--- src/rtl/mem_arb_pkg.sv ---
// mem_arbiter shared types: FSM states, width codes, requester selects.
// Imported by the arbiter, its alignment checker and the bench.
package mem_arb_pkg;

  localparam logic [1:0] W_BYTE = 2'd0;
  localparam logic [1:0] W_HALF = 2'd1;
  localparam logic [1:0] W_WORD = 2'd2;

  localparam logic SEL_I = 1'b0;
  localparam logic SEL_D = 1'b1;

  typedef enum logic [2:0] {
    ST_IDLE   = 3'd0,
    ST_ACC_I  = 3'd1,
    ST_ACC_D  = 3'd2,
    ST_RESP_I = 3'd3,
    ST_RESP_D = 3'd4
  } state_e;

endpackage

--- src/rtl/mem_arbiter_if.sv ---
// Requester and memory bus bundle of mem_arbiter.
// slave = the arbiter, master = CPU stages plus memory.
interface mem_arbiter_if #(
  parameter int ADDR_W = 32,
  parameter int DATA_W = 32
);
  logic              i_req;
  logic [ADDR_W-1:0] i_addr;
  logic              i_gnt;
  logic              i_valid;
  logic [DATA_W-1:0] i_rdata;
  logic              i_err;

  logic              d_req;
  logic [ADDR_W-1:0] d_addr;
  logic              d_we;
  logic [1:0]        d_width;
  logic [DATA_W-1:0] d_wdata;
  logic              d_gnt;
  logic              d_valid;
  logic [DATA_W-1:0] d_rdata;
  logic              d_err;

  logic [ADDR_W-1:0] m_addr;
  logic              m_i_en;
  logic              m_d_en;
  logic              m_d_write_n;
  logic [1:0]        m_width;
  logic [DATA_W-1:0] m_wdata;
  logic [DATA_W-1:0] m_irdata;
  logic [DATA_W-1:0] m_drdata;

  modport slave (
    input  i_req, i_addr,
    input  d_req, d_addr, d_we, d_width, d_wdata,
    input  m_irdata, m_drdata,
    output i_gnt, i_valid, i_rdata, i_err,
    output d_gnt, d_valid, d_rdata, d_err,
    output m_addr, m_i_en, m_d_en,
    output m_d_write_n, m_width, m_wdata
  );

  modport master (
    output i_req, i_addr,
    output d_req, d_addr, d_we, d_width, d_wdata,
    output m_irdata, m_drdata,
    input  i_gnt, i_valid, i_rdata, i_err,
    input  d_gnt, d_valid, d_rdata, d_err,
    input  m_addr, m_i_en, m_d_en,
    input  m_d_write_n, m_width, m_wdata
  );

endinterface

--- src/rtl/mem_arb_align_chk.sv ---
// Alignment / width legality check for the requester being granted.
// Purely combinational.
module mem_arb_align_chk
  import mem_arb_pkg::*;
(
  input  logic [1:0] addr_i,
  input  logic [1:0] width_i,
  input  logic       is_fetch_i,
  output logic       err_o
);

  // Fetches are always words; data checks depend on width code
  always_comb begin
    err_o = 1'b0;
    if (is_fetch_i) begin
      err_o = |addr_i;
    end else begin
      unique case (width_i)
        W_BYTE:  err_o = 1'b0;
        W_HALF:  err_o = addr_i[0];
        W_WORD:  err_o = |addr_i;
        default: err_o = 1'b1;
      endcase
    end
  end

endmodule

--- src/rtl/mem_arbiter.sv ---
// Single-port memory arbiter between fetch and data requesters.
// Define MEM_ARB_RR_EN for round-robin, else data has priority.
module mem_arbiter
  import mem_arb_pkg::*;
#(
  parameter int ADDR_W = 32,
  parameter int DATA_W = 32
) (
  input logic          clk,
  input logic          reset,
  mem_arbiter_if.slave bus
);

  state_e state_q, state_d;

  logic              sel;
  logic              any_gnt;
  logic              gnt_i;
  logic              gnt_d;
  logic              err;
  logic [ADDR_W-1:0] gnt_addr;
  logic [DATA_W-1:0] i_rd;
  logic [DATA_W-1:0] d_rd;

  logic              we_q;
  logic              i_valid_q;
  logic              d_valid_q;
  logic              i_err_q;
  logic              d_err_q;
  logic              m_i_en_q;
  logic              m_d_en_q;
  logic              m_d_write_n_q;
  logic [ADDR_W-1:0] m_addr_q;
  logic [1:0]        m_width_q;
  logic [DATA_W-1:0] m_wdata_q;

`ifdef MEM_ARB_RR_EN
  logic last_q;

  // Contested requests go to whoever was not served last
  always_comb begin
    sel = SEL_I;
    if (bus.d_req && bus.i_req) begin
      sel = (last_q == SEL_I) ? SEL_D : SEL_I;
    end else if (bus.d_req) begin
      sel = SEL_D;
    end
  end

  // Track last served requester, error grants included
  always_ff @(posedge clk) begin
    if (reset) begin
      last_q <= SEL_I;
    end else if (any_gnt) begin
      last_q <= sel;
    end
  end
`else
  // Fixed priority: data beats instruction
  always_comb begin
    sel = bus.d_req ? SEL_D : SEL_I;
  end
`endif

  assign any_gnt  = !reset && (state_q == ST_IDLE)
                    && (bus.i_req || bus.d_req);
  assign gnt_i    = any_gnt && (sel == SEL_I);
  assign gnt_d    = any_gnt && (sel == SEL_D);
  assign gnt_addr = (sel == SEL_D) ? bus.d_addr : bus.i_addr;

  mem_arb_align_chk u_align (
    .addr_i     (gnt_addr[1:0]),
    .width_i    (bus.d_width),
    .is_fetch_i (sel == SEL_I),
    .err_o      (err)
  );

  // Error grants skip the memory access entirely
  always_comb begin
    state_d = state_q;
    unique case (state_q)
      ST_IDLE: begin
        if (gnt_i) begin
          state_d = err ? ST_RESP_I : ST_ACC_I;
        end else if (gnt_d) begin
          state_d = err ? ST_RESP_D : ST_ACC_D;
        end
      end
      ST_ACC_I: state_d = ST_RESP_I;
      ST_ACC_D: state_d = ST_RESP_D;
      default:  state_d = ST_IDLE;
    endcase
  end

  // State, request latches and registered memory/response strobes
  always_ff @(posedge clk) begin
    if (reset) begin
      state_q       <= ST_IDLE;
      we_q          <= 1'b0;
      i_valid_q     <= 1'b0;
      d_valid_q     <= 1'b0;
      i_err_q       <= 1'b0;
      d_err_q       <= 1'b0;
      m_i_en_q      <= 1'b0;
      m_d_en_q      <= 1'b0;
      m_d_write_n_q <= 1'b1;
      m_addr_q      <= '0;
      m_width_q     <= '0;
      m_wdata_q     <= '0;
    end else begin
      state_q       <= state_d;
      m_i_en_q      <= (state_d == ST_ACC_I);
      m_d_en_q      <= (state_d == ST_ACC_D);
      m_d_write_n_q <= !((state_d == ST_ACC_D) && bus.d_we);
      i_valid_q     <= (state_d == ST_RESP_I);
      d_valid_q     <= (state_d == ST_RESP_D);
      if (any_gnt) begin
        m_addr_q <= gnt_addr;
        i_err_q  <= gnt_i && err;
        d_err_q  <= gnt_d && err;
      end
      if (gnt_d) begin
        m_width_q <= bus.d_width;
        m_wdata_q <= bus.d_wdata;
        we_q      <= bus.d_we;
      end
    end
  end

  assign i_rd = (i_valid_q && !i_err_q) ? bus.m_irdata : '0;
  assign d_rd = (d_valid_q && !d_err_q && !we_q)
                ? bus.m_drdata : '0;

  assign bus.i_gnt       = gnt_i;
  assign bus.i_valid     = i_valid_q;
  assign bus.i_rdata     = i_rd;
  assign bus.i_err       = i_valid_q && i_err_q;
  assign bus.d_gnt       = gnt_d;
  assign bus.d_valid     = d_valid_q;
  assign bus.d_rdata     = d_rd;
  assign bus.d_err       = d_valid_q && d_err_q;
  assign bus.m_addr      = m_addr_q;
  assign bus.m_i_en      = m_i_en_q;
  assign bus.m_d_en      = m_d_en_q;
  assign bus.m_d_write_n = m_d_write_n_q;
  assign bus.m_width     = m_width_q;
  assign bus.m_wdata     = m_wdata_q;

endmodule

--- src/flat_wrapper.sv ---
// flat-port wrapper written by rule: the top's interface ports become plain ports
module mem_arbiter_flat import mem_arb_pkg::*;
#(
  parameter int ADDR_W = 32,
  parameter int DATA_W = 32
)
  (clk, reset, bus_i_req, bus_i_addr, bus_d_req, bus_d_addr, bus_d_we, bus_d_width, bus_d_wdata, bus_m_irdata, bus_m_drdata, bus_i_gnt, bus_i_valid, bus_i_rdata, bus_i_err, bus_d_gnt, bus_d_valid, bus_d_rdata, bus_d_err, bus_m_addr, bus_m_i_en, bus_m_d_en, bus_m_d_write_n, bus_m_width, bus_m_wdata);
  mem_arbiter_if #(.ADDR_W(ADDR_W), .DATA_W(DATA_W)) bus_i ();
  input logic clk;
  input logic reset;
  input wire logic [$bits(bus_i.i_req)-1:0] bus_i_req;
  input wire logic [$bits(bus_i.i_addr)-1:0] bus_i_addr;
  input wire logic [$bits(bus_i.d_req)-1:0] bus_d_req;
  input wire logic [$bits(bus_i.d_addr)-1:0] bus_d_addr;
  input wire logic [$bits(bus_i.d_we)-1:0] bus_d_we;
  input wire logic [$bits(bus_i.d_width)-1:0] bus_d_width;
  input wire logic [$bits(bus_i.d_wdata)-1:0] bus_d_wdata;
  input wire logic [$bits(bus_i.m_irdata)-1:0] bus_m_irdata;
  input wire logic [$bits(bus_i.m_drdata)-1:0] bus_m_drdata;
  output wire logic [$bits(bus_i.i_gnt)-1:0] bus_i_gnt;
  output wire logic [$bits(bus_i.i_valid)-1:0] bus_i_valid;
  output wire logic [$bits(bus_i.i_rdata)-1:0] bus_i_rdata;
  output wire logic [$bits(bus_i.i_err)-1:0] bus_i_err;
  output wire logic [$bits(bus_i.d_gnt)-1:0] bus_d_gnt;
  output wire logic [$bits(bus_i.d_valid)-1:0] bus_d_valid;
  output wire logic [$bits(bus_i.d_rdata)-1:0] bus_d_rdata;
  output wire logic [$bits(bus_i.d_err)-1:0] bus_d_err;
  output wire logic [$bits(bus_i.m_addr)-1:0] bus_m_addr;
  output wire logic [$bits(bus_i.m_i_en)-1:0] bus_m_i_en;
  output wire logic [$bits(bus_i.m_d_en)-1:0] bus_m_d_en;
  output wire logic [$bits(bus_i.m_d_write_n)-1:0] bus_m_d_write_n;
  output wire logic [$bits(bus_i.m_width)-1:0] bus_m_width;
  output wire logic [$bits(bus_i.m_wdata)-1:0] bus_m_wdata;
  assign bus_i.i_req = bus_i_req;
  assign bus_i.i_addr = bus_i_addr;
  assign bus_i.d_req = bus_d_req;
  assign bus_i.d_addr = bus_d_addr;
  assign bus_i.d_we = bus_d_we;
  assign bus_i.d_width = bus_d_width;
  assign bus_i.d_wdata = bus_d_wdata;
  assign bus_i.m_irdata = bus_m_irdata;
  assign bus_i.m_drdata = bus_m_drdata;
  assign bus_i_gnt = bus_i.i_gnt;
  assign bus_i_valid = bus_i.i_valid;
  assign bus_i_rdata = bus_i.i_rdata;
  assign bus_i_err = bus_i.i_err;
  assign bus_d_gnt = bus_i.d_gnt;
  assign bus_d_valid = bus_i.d_valid;
  assign bus_d_rdata = bus_i.d_rdata;
  assign bus_d_err = bus_i.d_err;
  assign bus_m_addr = bus_i.m_addr;
  assign bus_m_i_en = bus_i.m_i_en;
  assign bus_m_d_en = bus_i.m_d_en;
  assign bus_m_d_write_n = bus_i.m_d_write_n;
  assign bus_m_width = bus_i.m_width;
  assign bus_m_wdata = bus_i.m_wdata;
  mem_arbiter #(.ADDR_W(ADDR_W), .DATA_W(DATA_W)) u_core (.clk(clk), .reset(reset), .bus(bus_i));
endmodule
--- config.mk ---
export PLATFORM = sky130hd
export DESIGN_NAME = mem_arbiter_flat
export DESIGN_NICKNAME = d
export VERILOG_FILES = /design/src/rtl/mem_arb_pkg.sv /design/src/rtl/mem_arbiter_if.sv /design/src/rtl/mem_arb_align_chk.sv /design/src/rtl/mem_arbiter.sv /design/src/flat_wrapper.sv
export SDC_FILE = /design/constraint.sdc
export NUM_CORES = 1
export LEC_CHECK = 0
export BUFFER_PORTS_ARGS = -buffer_cell sky130_fd_sc_hd__clkbuf_2
export CELL_PAD_IN_SITES_DETAIL_PLACEMENT = 0
export CELL_PAD_IN_SITES_GLOBAL_PLACEMENT = 1
export CORE_MARGIN = 4
export CORE_UTILIZATION = 26
export DETAILED_ROUTE_END_ITERATION = 8
export PLACE_DENSITY = 0.83
export SLEW_MARGIN = 20
export SYNTH_ARGS = -nofsm -noshare
export SYNTH_HDL_FRONTEND = slang
export SYNTH_HIERARCHICAL = 1
export SYNTH_SLANG_ARGS = --single-unit
--- constraint.sdc ---
create_clock -name clk -period 2.1 [get_ports clk]
set_clock_uncertainty 0.15 [all_clocks]
set_input_delay 0.105 -clock clk [delete_from_list [all_inputs] [get_ports clk]]
set_output_delay 0.105 -clock clk [all_outputs]
set_load 0.05 [all_outputs]
==> results of run 1 <==
worst min-delay path: stages:
cell      delay (ps)
clkbuf_2          80
mux2i_1          160
a211oi_1          90
layout make-up:
class	instances	area share, %
Timing Repair Buffer	420	40.8
Multi-Input combinational cell	304	28.5
Sequential cell	77	22.8
Clock buffer	9	3.33
Tap cell	180	3.33
Clock inverter	7	1.17
Inverter	2	0.111
metrics by stage:
stage               area, um^2  setup TNS, ps
floorplan                 3660              0
CTS                       6670              0
finish                    6770              0
detailed placement        5370              0
global route              6770          -11.3
global placement          5370              0
power groups by stage:
stage | Combinational, mW | Clock (mW) | Sequential (mW)
global route | 1.88 | 1.71 | 1.68
finish | 1.76 | 1.58 | 1.66
detailed placement | 1.54 | 0 | 1.69
floorplan | 0.694 | 0 | 2.07
global placement | 1.54 | 0 | 1.69
CTS | 1.72 | 1.63 | 1.66
routing by layer:
layer  track usage (%)  share of wire, %
met4              5.87               2.4
met5                 0                 0
met3              4.84               7.4
met1              22.3                40
met2              31.8                50
cell families after synthesis:
| logic type | share of synthesized area, % |
|---|---|
| simple gates | 21.2 |
| mux | 8.82 |
| flops | 42.1 |
| compound gates | 21.6 |
| buf+inv | 5.98 |
| xor+xnor | 0.239 |
flip-flops by register name, summed over array words and instances (netlist names):
signal / flops
u_core/bus.m_d_write_n: 1
u_core/i_err_q: 1
u_core/d_err_q: 1
u_core/we_q: 1
u_core/bus.d_valid: 1
u_core/bus.m_wdata: 32
u_core/bus.i_valid: 1
u_core/bus.m_addr: 32
u_core/state_q: 3
u_core/bus.m_d_en: 1
u_core/bus.m_width: 2
u_core/bus.m_i_en: 1
repair_timing:
action / CTS / global route
endpoints found under the setup margin: 2 / 31
resized for setup: 0 / 7
hold endpoints to repair: 68 / 0
hold buffers: 97 / 0
buffers inserted: 2 / 3
pin swaps: 1 / 1
gates cloned: 1 / 3
placed cells by master, fill, tap and decap left out, types with 11 or more instances in the layout:
master and count:
nand3_1 37, dlygate4sd3_1 97, and2_1 66, mux2i_1 30
a21oi_1 69, clkbuf_2 301, dfxtp_1 75, a211oi_1 30
o21ai_0 37, clkbuf_16 11, buf_4 12
path summary, 6_finish.rpt:
| path | endpoint | slack [ps] |
|---|---|---|
| hold / removal | u_core/bus.m_addr[29] | 8 |
| setup reg to reg | u_core/bus.m_width[1] | 150 |
| setup / recovery | u_core/state_q[1] | 80 |
| hold reg to reg | u_core/bus.m_wdata[26] | 320 |
==> impl_metrics.env, run 1 <==
export IMPL_period_share_pct=96.3
export IMPL_path_depth=8
export IMPL_syn_inst=428
export IMPL_grt_pass1_wl_um=24100
export IMPL_status="completed"
export IMPL_leakage_nw=3.26
export IMPL_power_switching_mw=1.88
export IMPL_power_frac_comb_pct=35.2
export IMPL_critical_path_class="input port to flop"
export IMPL_total_power_mw=5.01
export IMPL_worstSetupStartpointType="input port"
export IMPL_cts_buffers=9
export IMPL_io_pins=306
export IMPL_route_detailed_drc=0
export IMPL_setup_viol=0
export IMPL_route_vias_total=4642
export IMPL_slew_violations=0
export IMPL_grt_usage_pct=18.4
export IMPL_post_dp_hpwl_um=10400
export IMPL_syn_area_um2=3660
export IMPL_clockPowerShare_pct=31.6
export IMPL_yosys_warnings=6
export IMPL_cts_root_buffer="clkbuf_16"
export IMPL_die_y_um=127
export IMPL_core_rowCount=43
export IMPL_fin_hold_ws_ps=8.22
export IMPL_slew_headroom_pct=58.8
export IMPL_die_w_um=127
export IMPL_stdcell_count=999
export IMPL_fmax_ghz=0.495
export IMPL_crit_path_end_kind="flop"
export IMPL_clock_latency_ps=330
export IMPL_n_fill_cell=1322
export IMPL_ir_drop_mv=0.360
export IMPL_max_slew_worst_pin_slew_ps=619
export IMPL_cp_required_ps=2180
export IMPL_p_int_mw=3.14
export IMPL_place_inst=877
export IMPL_clk_pin_slew_ps=60
export IMPL_synth_area_leader_cell="dfxtp_1"
export IMPL_final_core_util_pct=48.9
export IMPL_yosys_cell_types_count=34
export IMPL_synthFlopType="dfxtp_1"
export IMPL_hold_viol=0
export IMPL_first_pass_iters=5
export IMPL_drt_iter0_markers=278
export IMPL_crit_chain="dlygate4sd3_1, buf_6, mux2_2, a211oi_2, nor2_2, xor2_1, a31oi_1, nor4_1"
export IMPL_fp_coreArea_um2=13800
export IMPL_ys_top_cells_by_area="dfxtp_1 42%, and2_1 11%, a21oi_1 9.4%, mux2i_1 8.2%, a211oi_1 6.4%"
export IMPL_fin_crit_ps=2020
export IMPL_initial_utilization_pct=26.5
export IMPL_h_tree_depth=3
export IMPL_multi_input_comb_area_um2=1930
export IMPL_yosysSeqAreaShare_pct=42.1
export IMPL_cp_data_arrival_time_ps=2100
export IMPL_ys_ff_latch=77
export IMPL_wirelength_um=15800
export IMPL_cts_buffer_depth=2
export IMPL_io_buffers=305
export IMPL_grt_start_max_net_pins=65
export IMPL_yosysMostFrequentCell="dfxtp_1"
export IMPL_cpLargestDelayFamily="buffers and inverters"
export IMPL_antenna_found_initial=0
export IMPL_cpMaxStageDelayCell="dlygate4sd3_1"
export IMPL_vias_per_cell=4.65
export IMPL_path_buf_inv=2
export IMPL_fin_nets=981
export IMPL_area_growth_pct=84.9
export IMPL_cts_tree="built"
export IMPL_drive_gt1_share_pct=43.2
export IMPL_pre_cts_slack_ps=195
export IMPL_synth_top_area_share_pct=42.1
export IMPL_crit_fanout=13
export IMPL_grt_overflow_total=0
export IMPL_grt_pass1_vias=4498
export IMPL_setup_ws_ps=78.1
export IMPL_maxCapViolCount=0
export IMPL_seq_area_um2=1540
export IMPL_syn_num_nets=595
export IMPL_syn_avg_cell_area_um2=8.55
export IMPL_synth_top_cells_by_count="77 x dfxtp_1, 69 x a21oi_1, 66 x and2_1"
export IMPL_diodes=0
export IMPL_hp_class="input port to flop"
export IMPL_crit_path_start="bus_d_req"
export IMPL_holdCritStartpoint="bus_d_addr[29]"
export IMPL_postRouteAntennaNets=0
export IMPL_wire_per_inst_um=15.8
export IMPL_dieArea_um2=16000
export IMPL_rr_worst_depth=5
export IMPL_slowest_delay_ps=580
export IMPL_cellPowerDensity_nw_per_um2=741
export IMPL_reg2reg_from="u_core/state_q[0]"
export IMPL_cts_num_sinks=77
export IMPL_share_seq_of_total_power_pct=33.2
export IMPL_ys_async_sr_fraction_pct=0
export IMPL_p_sw_share_pct=37.4
export IMPL_routabilityCongestion=0.731
export IMPL_synth_edf_count=0
export IMPL_holdPathStages=3
Power figures use the tool's default switching activity.
==> inputs of run 2 (changes only) <==
--- a/config.mk
+++ b/config.mk
@@ -8,7 +8,6 @@
 export BUFFER_PORTS_ARGS = -buffer_cell sky130_fd_sc_hd__clkbuf_2
 export CELL_PAD_IN_SITES_DETAIL_PLACEMENT = 0
 export CELL_PAD_IN_SITES_GLOBAL_PLACEMENT = 1
-export CORE_MARGIN = 4
 export CORE_UTILIZATION = 26
 export DETAILED_ROUTE_END_ITERATION = 8
 export PLACE_DENSITY = 0.83
==> run 2 against run 1 <==
Compared with the run above: worst setup slack lost 27 ps; global-route usage grew 1.3 points; clock power increased by 6%; wire length decreased by 5.6%; largest cell class unchanged.
==> impl_metrics.env, run 2 (synthesis results as in run 1) <==
export IMPL_fin_hold_ws_ps=6.71
export IMPL_grt_overflow_total=0
export IMPL_stdcell_count=989
export IMPL_cpLargestDelayFamily="simple AND/OR/NAND/NOR gates"
export IMPL_cts_root_buffer="clkbuf_16"
export IMPL_cp_data_arrival_time_ps=1790
export IMPL_routed_wl_met3_um=1050
export IMPL_highest_layer="met4"
export IMPL_cts_buffers=9
export IMPL_drt_iter0_markers=300
export IMPL_path_buf_inv=1
export IMPL_grt_pass1_wl_um=22400
export IMPL_crit_fanout=7
export IMPL_setup_viol=0
export IMPL_rsz0062_at_grt="true"
export IMPL_cpMaxStageDelayCell="or4_4"
export IMPL_place_inst=876
export IMPL_h_tree_depth=3
export IMPL_total_power_mw=5.05
export IMPL_routabilityCongestion=0.774
export IMPL_die_w_um=121
export IMPL_first_pass_iters=4
export IMPL_worstSetupStartpointType="flop"
export IMPL_crit_path_end_kind="output port"
export IMPL_cts_buffer_depth=2
export IMPL_wl_met1_um=5940
export IMPL_io_buffers=305
export IMPL_drive_gt1_share_pct=43.1
export IMPL_grt_usage_pct=19.7
export IMPL_cp_required_ps=1850
export IMPL_die_y_um=121
export IMPL_diodes=0
export IMPL_cts_tree="built"
export IMPL_postRouteAntennaNets=0
export IMPL_route_vias_total=4562
export IMPL_wirelength_um=14900
export IMPL_slew_violations=0
export IMPL_initial_utilization_pct=27.1
export IMPL_cellPowerDensity_nw_per_um2=755
export IMPL_grt_start_max_net_pins=74
export IMPL_crit_chain="or4_4, nor3_4, buf_12"
export IMPL_io_pins=306
export IMPL_maxCapViolCount=0
export IMPL_vias_per_cell=4.61
export IMPL_layout_common_cells="302 x clkbuf_2, 93 x dlygate4sd3_1, 77 x dfxtp_1"
export IMPL_grt_pass1_vias=4479
export IMPL_route_detailed_drc=0
export IMPL_dieArea_um2=14600
export IMPL_seq_area_um2=1540
export IMPL_setup_tns_ps=0
export IMPL_fin_crit_ps=2050
export IMPL_core_rowCount=42
export IMPL_wl_met2_um=7610
export IMPL_ir_drop_mv=0.547
export IMPL_slew_headroom_pct=46.5
export IMPL_fin_nets=975
export IMPL_slowest_delay_ps=620
export IMPL_clock_latency_ps=330
export IMPL_cts_num_sinks=77
export IMPL_antenna_found_initial=0
export IMPL_period_share_pct=97.6
export IMPL_n_fill_cell=1285
export IMPL_area_growth_pct=82.6
export IMPL_post_dp_hpwl_um=9680
export IMPL_leakage_nw=3.23
export IMPL_hold_viol=0
export IMPL_max_slew_worst_pin_slew_ps=803
export IMPL_multi_input_comb_area_um2=1940
export IMPL_final_core_util_pct=49.5
export IMPL_status="completed"
export IMPL_fmax_ghz=0.488
export IMPL_hp_class="input port to flop"
export IMPL_critical_path_class="flop to output port"
export IMPL_wire_per_inst_um=15.1
export IMPL_clk_pin_slew_ps=60
export IMPL_layout_commonest_cell="clkbuf_2"
export IMPL_fp_coreArea_um2=13500
run 2: cell count changes in the layout (fill, tap and decap cells not counted), moves of 2 or more:
cell and delta:
clkbuf_16 -2, dlygate4sd3_1 -4, inv_6 -3, dfxtp_1 +2, buf_6 -2, dfxtp_2 -2, clkinvlp_4 +2
run 2: path summary, 6_finish.rpt:
path / from / depth (start not counted) / to / slack [ps]
setup / recovery: u_core/state_q[0] / 3 / bus_i_gnt / 50
hold / removal: bus_d_addr[28] / 3 / u_core/bus.m_addr[28] / 7
setup reg to reg: u_core/state_q[0] / 5 / u_core/bus.m_addr[24] / 110
hold reg to reg: u_core/bus.m_wdata[23] / 2 / u_core/bus.m_wdata[23] / 330
run 2: worst min-delay path: stages:
cell	delay [ps]
clkbuf_2	80
mux2i_1	160
a211oi_1	90
run 2: layout make-up:
type / count / share of cell area (%)
multi-input cells: 304 / 29.0
flip-flops and latches: 77 / 23.1
clock buffers: 9 / 3.37
well taps: 176 / 3.29
clock inverters: 7 / 1.46
inverters: 2 / 0.112
repair buffers: 414 / 39.7
run 2: repair_timing:
action,in CTS,in global routing
pin swaps,1,4
gates cloned,1,0
hold buffers,92,1
buffers inserted,2,1
resized for setup,0,7
setup endpoints to repair,2,4
endpoints found under the hold margin,65,1
run 2: stage by stage:
| step | setup slack (ps) | area, um^2 |
|---|---|---|
| 2_1_floorplan | 40.5 | 3660 |
| 3_3_place_gp | 188 | 5370 |
| 3_5_place_dp | 156 | 5370 |
| 4_1_cts | 3.63 | 6640 |
| 5_1_grt | -1.97 | 6680 |
| 6_report | 50.8 | 6680 |
run 2: report_power, final:
part           switching (mW)  leakage [nW]  internal, mW
logic                    1.14          2.45         0.578
clock network           0.625         0.152          1.04
registers              0.0728         0.631          1.59
run 2: routing by layer:
| metal | vias up | global-route usage [%] |
|---|---|---|
| met5 | - | 0 |
| met4 | 0 | 6.02 |
| met3 | 25 | 5.09 |
| met2 | 193 | 35.9 |
| met1 | 2061 | 22.2 |
| li1 | 2283 | - |
